$ cat config.mk
export PLATFORM = sky130hd
export DESIGN_NAME = mem_arbiter_flat
export DESIGN_NICKNAME = d
export VERILOG_FILES = /design/src/rtl/mem_arb_pkg.sv /design/src/rtl/mem_arbiter_if.sv /design/src/rtl/mem_arbiter.sv /design/src/flat_wrapper.sv
export SDC_FILE = /design/constraint.sdc
export NUM_CORES = 1
export LEC_CHECK = 0
export BUFFER_PORTS_ARGS = -buffer_cell sky130_fd_sc_hd__buf_4
export CELL_PAD_IN_SITES_DETAIL_PLACEMENT = 0
export CELL_PAD_IN_SITES_GLOBAL_PLACEMENT = 1
export CORE_AREA = 8 8 148 150
export CTS_BUF_LIST = sky130_fd_sc_hd__clkbuf_8
export DETAILED_ROUTE_END_ITERATION = 7
export DIE_AREA = 0 0 156 158
export MAX_ROUTING_LAYER = met4
export PLACE_DENSITY = 0.7
export REMOVE_ABC_BUFFERS = 1
export SYNTH_ARGS = -nofsm -noshare
export SYNTH_HDL_FRONTEND = slang
export SYNTH_SLANG_ARGS = --single-unit
$ cat constraint.sdc
create_clock -name clk_i -period 9.77 [get_ports clk_i]
set_input_delay 0.4885 -clock clk_i [delete_from_list [all_inputs] [get_ports clk_i]]
set_output_delay 0.4885 -clock clk_i [all_outputs]
set_load 0.005 [all_outputs]
$ cat src/rtl/mem_arb_pkg.sv
// Shared types and defaults for the fetch/data memory arbiter.
package mem_arb_pkg;

  localparam int MAX_CONSEC_M_DEF = 4;

  typedef enum logic [2:0] {
    ST_IDLE,
    ST_BUSY_F,
    ST_BUSY_M,
    ST_DONE_F,
    ST_DONE_M
  } state_t;

endpackage

$ cat src/rtl/mem_arbiter_if.sv
// Bundle of fetch, data, memory and stall signals around the arbiter.
interface mem_arbiter_if #(
  parameter int ADDR_WIDTH = 32,
  parameter int DATA_WIDTH = 32
);
  logic                  if_req_i;
  logic [ADDR_WIDTH-1:0] if_addr_i;
  logic [DATA_WIDTH-1:0] if_rdata_o;
  logic                  if_valid_o;

  logic                  dm_req_i;
  logic                  dm_we_i;
  logic [ADDR_WIDTH-1:0] dm_addr_i;
  logic [DATA_WIDTH-1:0] dm_wdata_i;
  logic [DATA_WIDTH-1:0] dm_rdata_o;
  logic                  dm_valid_o;

  logic                  mem_req_o;
  logic                  mem_we_o;
  logic [ADDR_WIDTH-1:0] mem_addr_o;
  logic [DATA_WIDTH-1:0] mem_wdata_o;
  logic                  mem_ack_i;
  logic [DATA_WIDTH-1:0] mem_rdata_i;

  logic                  stall_f_o;
  logic                  stall_m_o;

  modport slave (
    input  if_req_i, if_addr_i, dm_req_i, dm_we_i, dm_addr_i, dm_wdata_i,
           mem_ack_i, mem_rdata_i,
    output if_rdata_o, if_valid_o, dm_rdata_o, dm_valid_o,
           mem_req_o, mem_we_o, mem_addr_o, mem_wdata_o, stall_f_o, stall_m_o
  );

  modport master (
    output if_req_i, if_addr_i, dm_req_i, dm_we_i, dm_addr_i, dm_wdata_i,
           mem_ack_i, mem_rdata_i,
    input  if_rdata_o, if_valid_o, dm_rdata_o, dm_valid_o,
           mem_req_o, mem_we_o, mem_addr_o, mem_wdata_o, stall_f_o, stall_m_o
  );
endinterface

$ cat src/rtl/mem_arbiter.sv
// Arbitrates instruction fetch and data access onto one memory port,
// data first, with a consecutive-grant limit so fetch cannot starve.
module mem_arbiter
  import mem_arb_pkg::*;
#(
  parameter int ADDR_WIDTH   = 32,
  parameter int DATA_WIDTH   = 32,
  parameter int MAX_CONSEC_M = MAX_CONSEC_M_DEF
) (
  input logic          clk_i,
  input logic          rst_i,
  mem_arbiter_if.slave bus
);

  localparam int CNT_W = $clog2(MAX_CONSEC_M + 1);
  typedef logic [CNT_W-1:0] cnt_t;
  localparam cnt_t CNT_MAX = cnt_t'(MAX_CONSEC_M);

  state_t                state_q, state_d;
  cnt_t                  cnt_q, cnt_d;
  logic                  mem_req_q, mem_req_d;
  logic                  mem_we_q, mem_we_d;
  logic [ADDR_WIDTH-1:0] mem_addr_q, mem_addr_d;
  logic [DATA_WIDTH-1:0] mem_wdata_q, mem_wdata_d;
  logic [DATA_WIDTH-1:0] if_rdata_q, if_rdata_d;
  logic [DATA_WIDTH-1:0] dm_rdata_q, dm_rdata_d;
  logic                  fetch_turn;

  always_ff @(posedge clk_i or posedge rst_i) begin
    if (rst_i) begin
      state_q     <= ST_IDLE;
      cnt_q       <= '0;
      mem_req_q   <= 1'b0;
      mem_we_q    <= 1'b0;
      mem_addr_q  <= '0;
      mem_wdata_q <= '0;
      if_rdata_q  <= '0;
      dm_rdata_q  <= '0;
    end else begin
      state_q     <= state_d;
      cnt_q       <= cnt_d;
      mem_req_q   <= mem_req_d;
      mem_we_q    <= mem_we_d;
      mem_addr_q  <= mem_addr_d;
      mem_wdata_q <= mem_wdata_d;
      if_rdata_q  <= if_rdata_d;
      dm_rdata_q  <= dm_rdata_d;
    end
  end

  // Once data has won MAX_CONSEC_M times in a row, a waiting fetch goes next.
  assign fetch_turn = bus.if_req_i && (cnt_q == CNT_MAX);

  always_comb begin
    state_d     = state_q;
    cnt_d       = bus.if_req_i ? cnt_q : '0;
    mem_req_d   = mem_req_q;
    mem_we_d    = mem_we_q;
    mem_addr_d  = mem_addr_q;
    mem_wdata_d = mem_wdata_q;
    if_rdata_d  = if_rdata_q;
    dm_rdata_d  = dm_rdata_q;

    case (state_q)
      ST_IDLE: begin
        if (bus.dm_req_i && !fetch_turn) begin
          state_d     = ST_BUSY_M;
          mem_req_d   = 1'b1;
          mem_we_d    = bus.dm_we_i;
          mem_addr_d  = bus.dm_addr_i;
          mem_wdata_d = bus.dm_wdata_i;
          if (bus.if_req_i) begin
            cnt_d = (cnt_q == CNT_MAX) ? CNT_MAX : cnt_q + cnt_t'(1);
          end
        end else if (bus.if_req_i) begin
          state_d    = ST_BUSY_F;
          mem_req_d  = 1'b1;
          mem_we_d   = 1'b0;
          mem_addr_d = bus.if_addr_i;
          cnt_d      = '0;
        end
      end
      ST_BUSY_F: begin
        if (bus.mem_ack_i) begin
          state_d    = ST_DONE_F;
          mem_req_d  = 1'b0;
          mem_we_d   = 1'b0;
          if_rdata_d = bus.mem_rdata_i;
        end
      end
      ST_BUSY_M: begin
        if (bus.mem_ack_i) begin
          state_d   = ST_DONE_M;
          mem_req_d = 1'b0;
          mem_we_d  = 1'b0;
          if (!mem_we_q) begin
            dm_rdata_d = bus.mem_rdata_i;
          end
        end
      end
      ST_DONE_F, ST_DONE_M: state_d = ST_IDLE;
      default:              state_d = ST_IDLE;
    endcase
  end

  assign bus.mem_req_o   = mem_req_q;
  assign bus.mem_we_o    = mem_we_q;
  assign bus.mem_addr_o  = mem_addr_q;
  assign bus.mem_wdata_o = mem_wdata_q;
  assign bus.if_rdata_o  = if_rdata_q;
  assign bus.dm_rdata_o  = dm_rdata_q;
  assign bus.if_valid_o  = (state_q == ST_DONE_F);
  assign bus.dm_valid_o  = (state_q == ST_DONE_M);
  assign bus.stall_f_o   = bus.if_req_i & ~bus.if_valid_o;
  assign bus.stall_m_o   = bus.dm_req_i & ~bus.dm_valid_o;

endmodule

$ cat src/flat_wrapper.sv
// flat-port wrapper written by rule: the top's interface ports become plain ports
module mem_arbiter_flat import mem_arb_pkg::*;
#(
  parameter int ADDR_WIDTH   = 32,
  parameter int DATA_WIDTH   = 32,
  parameter int MAX_CONSEC_M = MAX_CONSEC_M_DEF
)
  (clk_i, rst_i, bus_if_req_i, bus_if_addr_i, bus_dm_req_i, bus_dm_we_i, bus_dm_addr_i, bus_dm_wdata_i, bus_mem_ack_i, bus_mem_rdata_i, bus_if_rdata_o, bus_if_valid_o, bus_dm_rdata_o, bus_dm_valid_o, bus_mem_req_o, bus_mem_we_o, bus_mem_addr_o, bus_mem_wdata_o, bus_stall_f_o, bus_stall_m_o);
  mem_arbiter_if #(.ADDR_WIDTH(ADDR_WIDTH), .DATA_WIDTH(DATA_WIDTH)) bus_i ();
  input logic clk_i;
  input logic rst_i;
  input wire logic [$bits(bus_i.if_req_i)-1:0] bus_if_req_i;
  input wire logic [$bits(bus_i.if_addr_i)-1:0] bus_if_addr_i;
  input wire logic [$bits(bus_i.dm_req_i)-1:0] bus_dm_req_i;
  input wire logic [$bits(bus_i.dm_we_i)-1:0] bus_dm_we_i;
  input wire logic [$bits(bus_i.dm_addr_i)-1:0] bus_dm_addr_i;
  input wire logic [$bits(bus_i.dm_wdata_i)-1:0] bus_dm_wdata_i;
  input wire logic [$bits(bus_i.mem_ack_i)-1:0] bus_mem_ack_i;
  input wire logic [$bits(bus_i.mem_rdata_i)-1:0] bus_mem_rdata_i;
  output wire logic [$bits(bus_i.if_rdata_o)-1:0] bus_if_rdata_o;
  output wire logic [$bits(bus_i.if_valid_o)-1:0] bus_if_valid_o;
  output wire logic [$bits(bus_i.dm_rdata_o)-1:0] bus_dm_rdata_o;
  output wire logic [$bits(bus_i.dm_valid_o)-1:0] bus_dm_valid_o;
  output wire logic [$bits(bus_i.mem_req_o)-1:0] bus_mem_req_o;
  output wire logic [$bits(bus_i.mem_we_o)-1:0] bus_mem_we_o;
  output wire logic [$bits(bus_i.mem_addr_o)-1:0] bus_mem_addr_o;
  output wire logic [$bits(bus_i.mem_wdata_o)-1:0] bus_mem_wdata_o;
  output wire logic [$bits(bus_i.stall_f_o)-1:0] bus_stall_f_o;
  output wire logic [$bits(bus_i.stall_m_o)-1:0] bus_stall_m_o;
  assign bus_i.if_req_i = bus_if_req_i;
  assign bus_i.if_addr_i = bus_if_addr_i;
  assign bus_i.dm_req_i = bus_dm_req_i;
  assign bus_i.dm_we_i = bus_dm_we_i;
  assign bus_i.dm_addr_i = bus_dm_addr_i;
  assign bus_i.dm_wdata_i = bus_dm_wdata_i;
  assign bus_i.mem_ack_i = bus_mem_ack_i;
  assign bus_i.mem_rdata_i = bus_mem_rdata_i;
  assign bus_if_rdata_o = bus_i.if_rdata_o;
  assign bus_if_valid_o = bus_i.if_valid_o;
  assign bus_dm_rdata_o = bus_i.dm_rdata_o;
  assign bus_dm_valid_o = bus_i.dm_valid_o;
  assign bus_mem_req_o = bus_i.mem_req_o;
  assign bus_mem_we_o = bus_i.mem_we_o;
  assign bus_mem_addr_o = bus_i.mem_addr_o;
  assign bus_mem_wdata_o = bus_i.mem_wdata_o;
  assign bus_stall_f_o = bus_i.stall_f_o;
  assign bus_stall_m_o = bus_i.stall_m_o;
  mem_arbiter #(.ADDR_WIDTH(ADDR_WIDTH), .DATA_WIDTH(DATA_WIDTH), .MAX_CONSEC_M(MAX_CONSEC_M)) u_core (.clk_i(clk_i), .rst_i(rst_i), .bus(bus_i));
endmodule
Word level (Yosys, flattened, before mapping)
Cells that the tools add are included.
- $add $sub $neg: 1
- equal/unequal tests: 9
- muxes and demuxes: 20
- bitwise gates (word level): 5
- reductions and logical operators: 13
- operator list (operator ; number):
    $mux W32 ; 2
    $mux W3 ; 10
    $pmux W3 S3 ; 1
    $reduce_and A3 Y1 ; 3
    $eq A3 B2 Y1 const B ; 2
    $eq A3 B3 Y1 const B ; 2
    $reduce_and A2 Y1 ; 3
    $mux W1 ; 5
    $ne A2 B2 Y1 const B ; 2
    $pmux W1 S2 ; 2
    $reduce_bool A2 Y1 ; 2
    $add A3 B1 Y3 const B ; 1
    $eq A3 B1 Y1 const B ; 1
    $logic_not A3 Y1 ; 1
    $ne A3 B2 Y1 const B ; 1
    $not A1 Y1 ; 3
    $and A1 B1 Y1 ; 2
    $logic_and A1 B1 Y1 ; 2
    $ne A2 B1 Y1 const B ; 1
    $reduce_or A2 Y1 ; 1
    $logic_not A1 Y1 ; 1
- register bits after elaboration: 136
- output and inout port bits: 134
- word-level logic and storage cells: 56

Logic depth before layout (Yosys ltp)
- word-level depth: 6
- gate-level depth with buffers: 7
- depth with buffers taken out: 5

Worst setup path after synthesis
OpenSTA, ideal clock, no wires.
- kind: register to register
- start point: register u_core.cnt_q[0]
- end point: register u_core.mem_wdata_q[10], in the netlist u_core.bus.mem_wdata_o[10]
- library setup time: 0.125 ns
- arrival: 1.763 ns
- required time: 9.645 ns
- setup slack: 7.882 ns
- cell stages (with the launch flop): 8
- clock period less this slack: 1.888 ns
- cell sequence: dfrtp_1 -> inv_1 -> ha_1 -> and3_1 -> clkbuf_1 -> nor3_4 -> buf_6 -> mux2_2
- longest elaborated chain between the ends: 5
- RTL lines (what ; RTL line ; source):
    start: declaration ; mem_arbiter.sv:20 ; cnt_t cnt_q, cnt_d;
    start signal: assignment ; mem_arbiter.sv:41 ; cnt_q <= cnt_d;
    $eq A3 B3 Y1 ; mem_arbiter.sv:52 ; assign fetch_turn = bus.if_req_i && (cnt_q == CNT_MAX);
    $logic_and A1 B1 Y1 ; mem_arbiter.sv:52 ;
    $logic_not A1 Y1 ; mem_arbiter.sv:66 ; if (bus.dm_req_i && !fetch_turn) begin
    $logic_and A1 B1 Y1 ; mem_arbiter.sv:66 ;
    $reduce_and A2 Y1 (no source line) ; - ;
    end signal: assignment ; mem_arbiter.sv:45 ; mem_wdata_q <= mem_wdata_d;
    end: declaration ; mem_arbiter.sv:24 ; logic [DATA_WIDTH-1:0] mem_wdata_q, mem_wdata_d;
Every way passes these cells.
A chain may end at the register's enable or synchronous reset.

Worst setup path in the final report
- start point: register u_core.cnt_q[0]
- end point: register u_core.mem_wdata_q[14], in the netlist u_core.bus.mem_wdata_o[14]
Same word-level chain as after synthesis.

==> results.md <==
* Outcome: finished clean
* CP cell instances: inv_1 > ha_1 > and3_1 > nor3_4 > buf_4 > mux2_2
* I/O pin count at around 270
* Via count at 4566
* Vias per cell at 4.82
* Port bufs at between 200 and 300
* EDFF count, synth at 0
* Total gr overflow at 0
* CTS Hold Buffers Added at 0
* Setup CP Type: flip-flop to flip-flop
* Total global-route track usage at 0.150
* Arrival @ worst endpoint at about 2800 ps
* Antenna violations before repair at 0
* Worst Path Required at 10110 ps
* Pin count of the biggest net entering global routing at between 80 and 90
* Synthesized flop and latch total at 136
* Crit share post-route at 0.249
* Final Hold Fails at 0
* Area Growth Syn to Fin at 45.1%
* Comb pwr share at 0.436
* CTS-repair resized insts at 0
* Vias in the first global route at 4915
* WL/cell at 19.6 um
* Chip width at 156 um
* GRT met1 Usage at 0.179
* Setup TNS at 0 ps
* DRC violation count after routing at 0
* Die Ht at 158 um
* Startpoint types: flip-flop
* Final worst setup slack at 7340 ps
* Slowest library cell on the worst path: and3_1
* Mean Syn Cell Area at 13.9 sq um
* Worst vdd ir at 133 uV
* Synth cell types at 36
* CTS tree: built
* Initial Utilization at 0.290
* CTS Buffer Depth at 2
* Worst Path Max Fanout at 33
* Synthesized cell area at 5730 sq um
* First-pass GRT wire length at ~28 mm
* Switching share of power at 0.336
* Clock skew at 17.8 ps
* Reg clk slew, reported paths at 100 ps
* Clock power share at 0.175
* Synth Flop Type: dfrtp_1
* Net Switching at 0.000872 W
* Fillers at 1872
* P_leak at between 3 and 4 nW
* Die area at 24600 sq um
* Core ar. at 19700 sq um
* Int Power at approximately 0.0017 W
* Num rows at between 50 and 60
* CP Capture Type: flip-flop
* Grt met2 use at 0.231
* H-tree depth at 4
* Fraction of layout cells with a size suffix above 1 at 0.584
* F_max at 411 MHz
* Initial DRC Count at between 300 and 400
* Unrepaired setup endpoints after global routing: no
* GRT busiest layer: met2
* Ys async rst share at 1.00
* Area of the multi-input gates at 2110 sq um
* Register area at 3400 sq um
* Post-DP Area at 7920 sq um
* M3 GR Usage at 0.0631
* Final net count at 801
* N_diodes at 0
* Slew headroom at 0.276
* Skew-Pair Late Insertion Delay at between 400 and 500 ps
* DPL Wire Length at 13.5 mm
* Pre-Repair DR Iteration Count at 5
* Hold WC Path Type: input port to asynchronous set/reset pin
* Final Setup Violations at 0
* Register area share after synthesis at 0.594
* Num Clock Sinks at about 140
* Pre-CTS WS at 7100 ps
* Final instance area at 8310 sq um
* Max-slew violation count at 0
* Slowest Stage Delay on Critical Path at 550 ps
* Root buffer cell: clkbuf_8
* # Max-Cap Violations at 0
* Number of buffers created by CTS at 17
* Yosys warns at 0
* Post-Route WL at 18.5 mm
* # Post-CTS Setup Buffers at 0
* Power per standard cell area at 312 nW/um^2
* Final GP Congestion at 0.839
* Cells after Synth at ~410
* Fin crit period at 2430 ps
* Worst slew pin tran at 1090 ps
* Flop pwr share at 0.389
* DRT antenna net count at 0
-- registers in the layout, summed over array words and instances (netlist names) --
register / flops
u_core.bus.mem_req_o: 1
u_core.bus.mem_addr_o: 32
u_core.bus.if_rdata_o: 32
u_core.bus.mem_wdata_o: 32
u_core.cnt_q: 3
u_core.bus.dm_rdata_o: 32
u_core.state_q: 3
u_core.bus.mem_we_o: 1
-- critical path: cells and delay by family (launching register included) --
family,cells,cell delay (ps)
adder cells (fa/ha/maj),1,240
flip-flops,1,400
multiplexers,1,390
buffers and inverters,2,460
AND/OR/NAND/NOR,2,830
-- area by class of cell --
class | instances | share of cell area
Clock buffer | 17 | 0.0282
Clock inverter | 15 | 0.0191
Inverter | 5 | 0.00286
Multi-Input combinational cell | 233 | 0.254
Sequential cell | 136 | 0.410
Tap cell | 270 | 0.0407
Timing Repair Buffer | 272 | 0.246
-- per-stage QoR --
stage / instances / utilization / power (W) / hold slack, ps
after floorplan: 374 / - / 0.00151 / 474
after detailed placement: 916 / 0.402 / 0.00217 / 479
after global placement: 916 / 0.402 / 0.00214 / 463
final: 948 / 0.421 / 0.00260 / 91.4
after global routing: 948 / 0.421 / 0.00277 / 85.8
after CTS: 948 / 0.421 / 0.00264 / 69.9
-- power groups by stage --
stage	registers, W	clock network (W)	logic [W]
detailed placement	0.00102	0	0.00115
floorplan	0.00102	0	0.000498
finish	0.00101	0.000454	0.00113
global route	0.00105	0.000499	0.00122
CTS	0.00101	0.000473	0.00115
global placement	0.00101	0	0.00113
-- metal layers --
layer	up-vias	routed length, um
met5	-	0
met4	0	38
met3	2	2080
met2	247	8670
met1	2257	7750
li1	2060	-
-- worst paths after layout --
kind,depth (start not counted),to,slack (ps),from
max,6,u_core.bus.mem_wdata_o[14],7340,u_core.cnt_q[0]
min,2,u_core.bus.if_rdata_o[7],90,rst_i
max reg2reg,6,u_core.bus.mem_wdata_o[14],7340,u_core.cnt_q[0]
min reg2reg,1,u_core.bus.mem_req_o,500,u_core.bus.mem_req_o
max in group asynchronous,3,u_core.bus.if_rdata_o[14],8260,rst_i
min in group clk_i,2,u_core.bus.mem_wdata_o[22],250,bus_dm_wdata_i[22]
-- cells by family after synthesis --
logic type               synth area share
buffers and inverters              0.0404
AND/OR/NAND/NOR                    0.0297
XOR/XNOR                          0.00153
flip-flops                          0.594
adder cells (fa/ha/maj)           0.00437
AO/OA/AOI/OAI                       0.141
multiplexers                        0.189
-- cells in the mapped netlist, types with 2 or more instances --
cell	number	area, sq um
mux2_1	11	124
mux2_2	85	957
nor2_1	5	18.8
nand3_1	2	10.0
buf_6	3	33.8
a21boi_0	3	22.5
a2bb2oi_1	32	280
ha_1	2	25.0
a21oi_1	3	15.0
clkbuf_1	19	71.3
a311oi_1	32	280
nor2b_1	2	12.5
o21ai_0	35	175
dfrtp_1	136	3400
buf_2	7	35.0
buf_4	9	67.6
nand2_1	4	15.0
inv_1	5	18.8
-- cell usage in the layout (no fill, tap or decap), drive strengths merged, types with 5 or more instances in the layout --
master / count
o21ai: 35
a311oi: 32
inv: 13
clkbuf: 17
mux2: 96
nor2: 6
a2bb2oi: 32
dfrtp: 136
buf: 272
clkinv: 5
No activity file was read; power rests on OpenSTA's default activity.
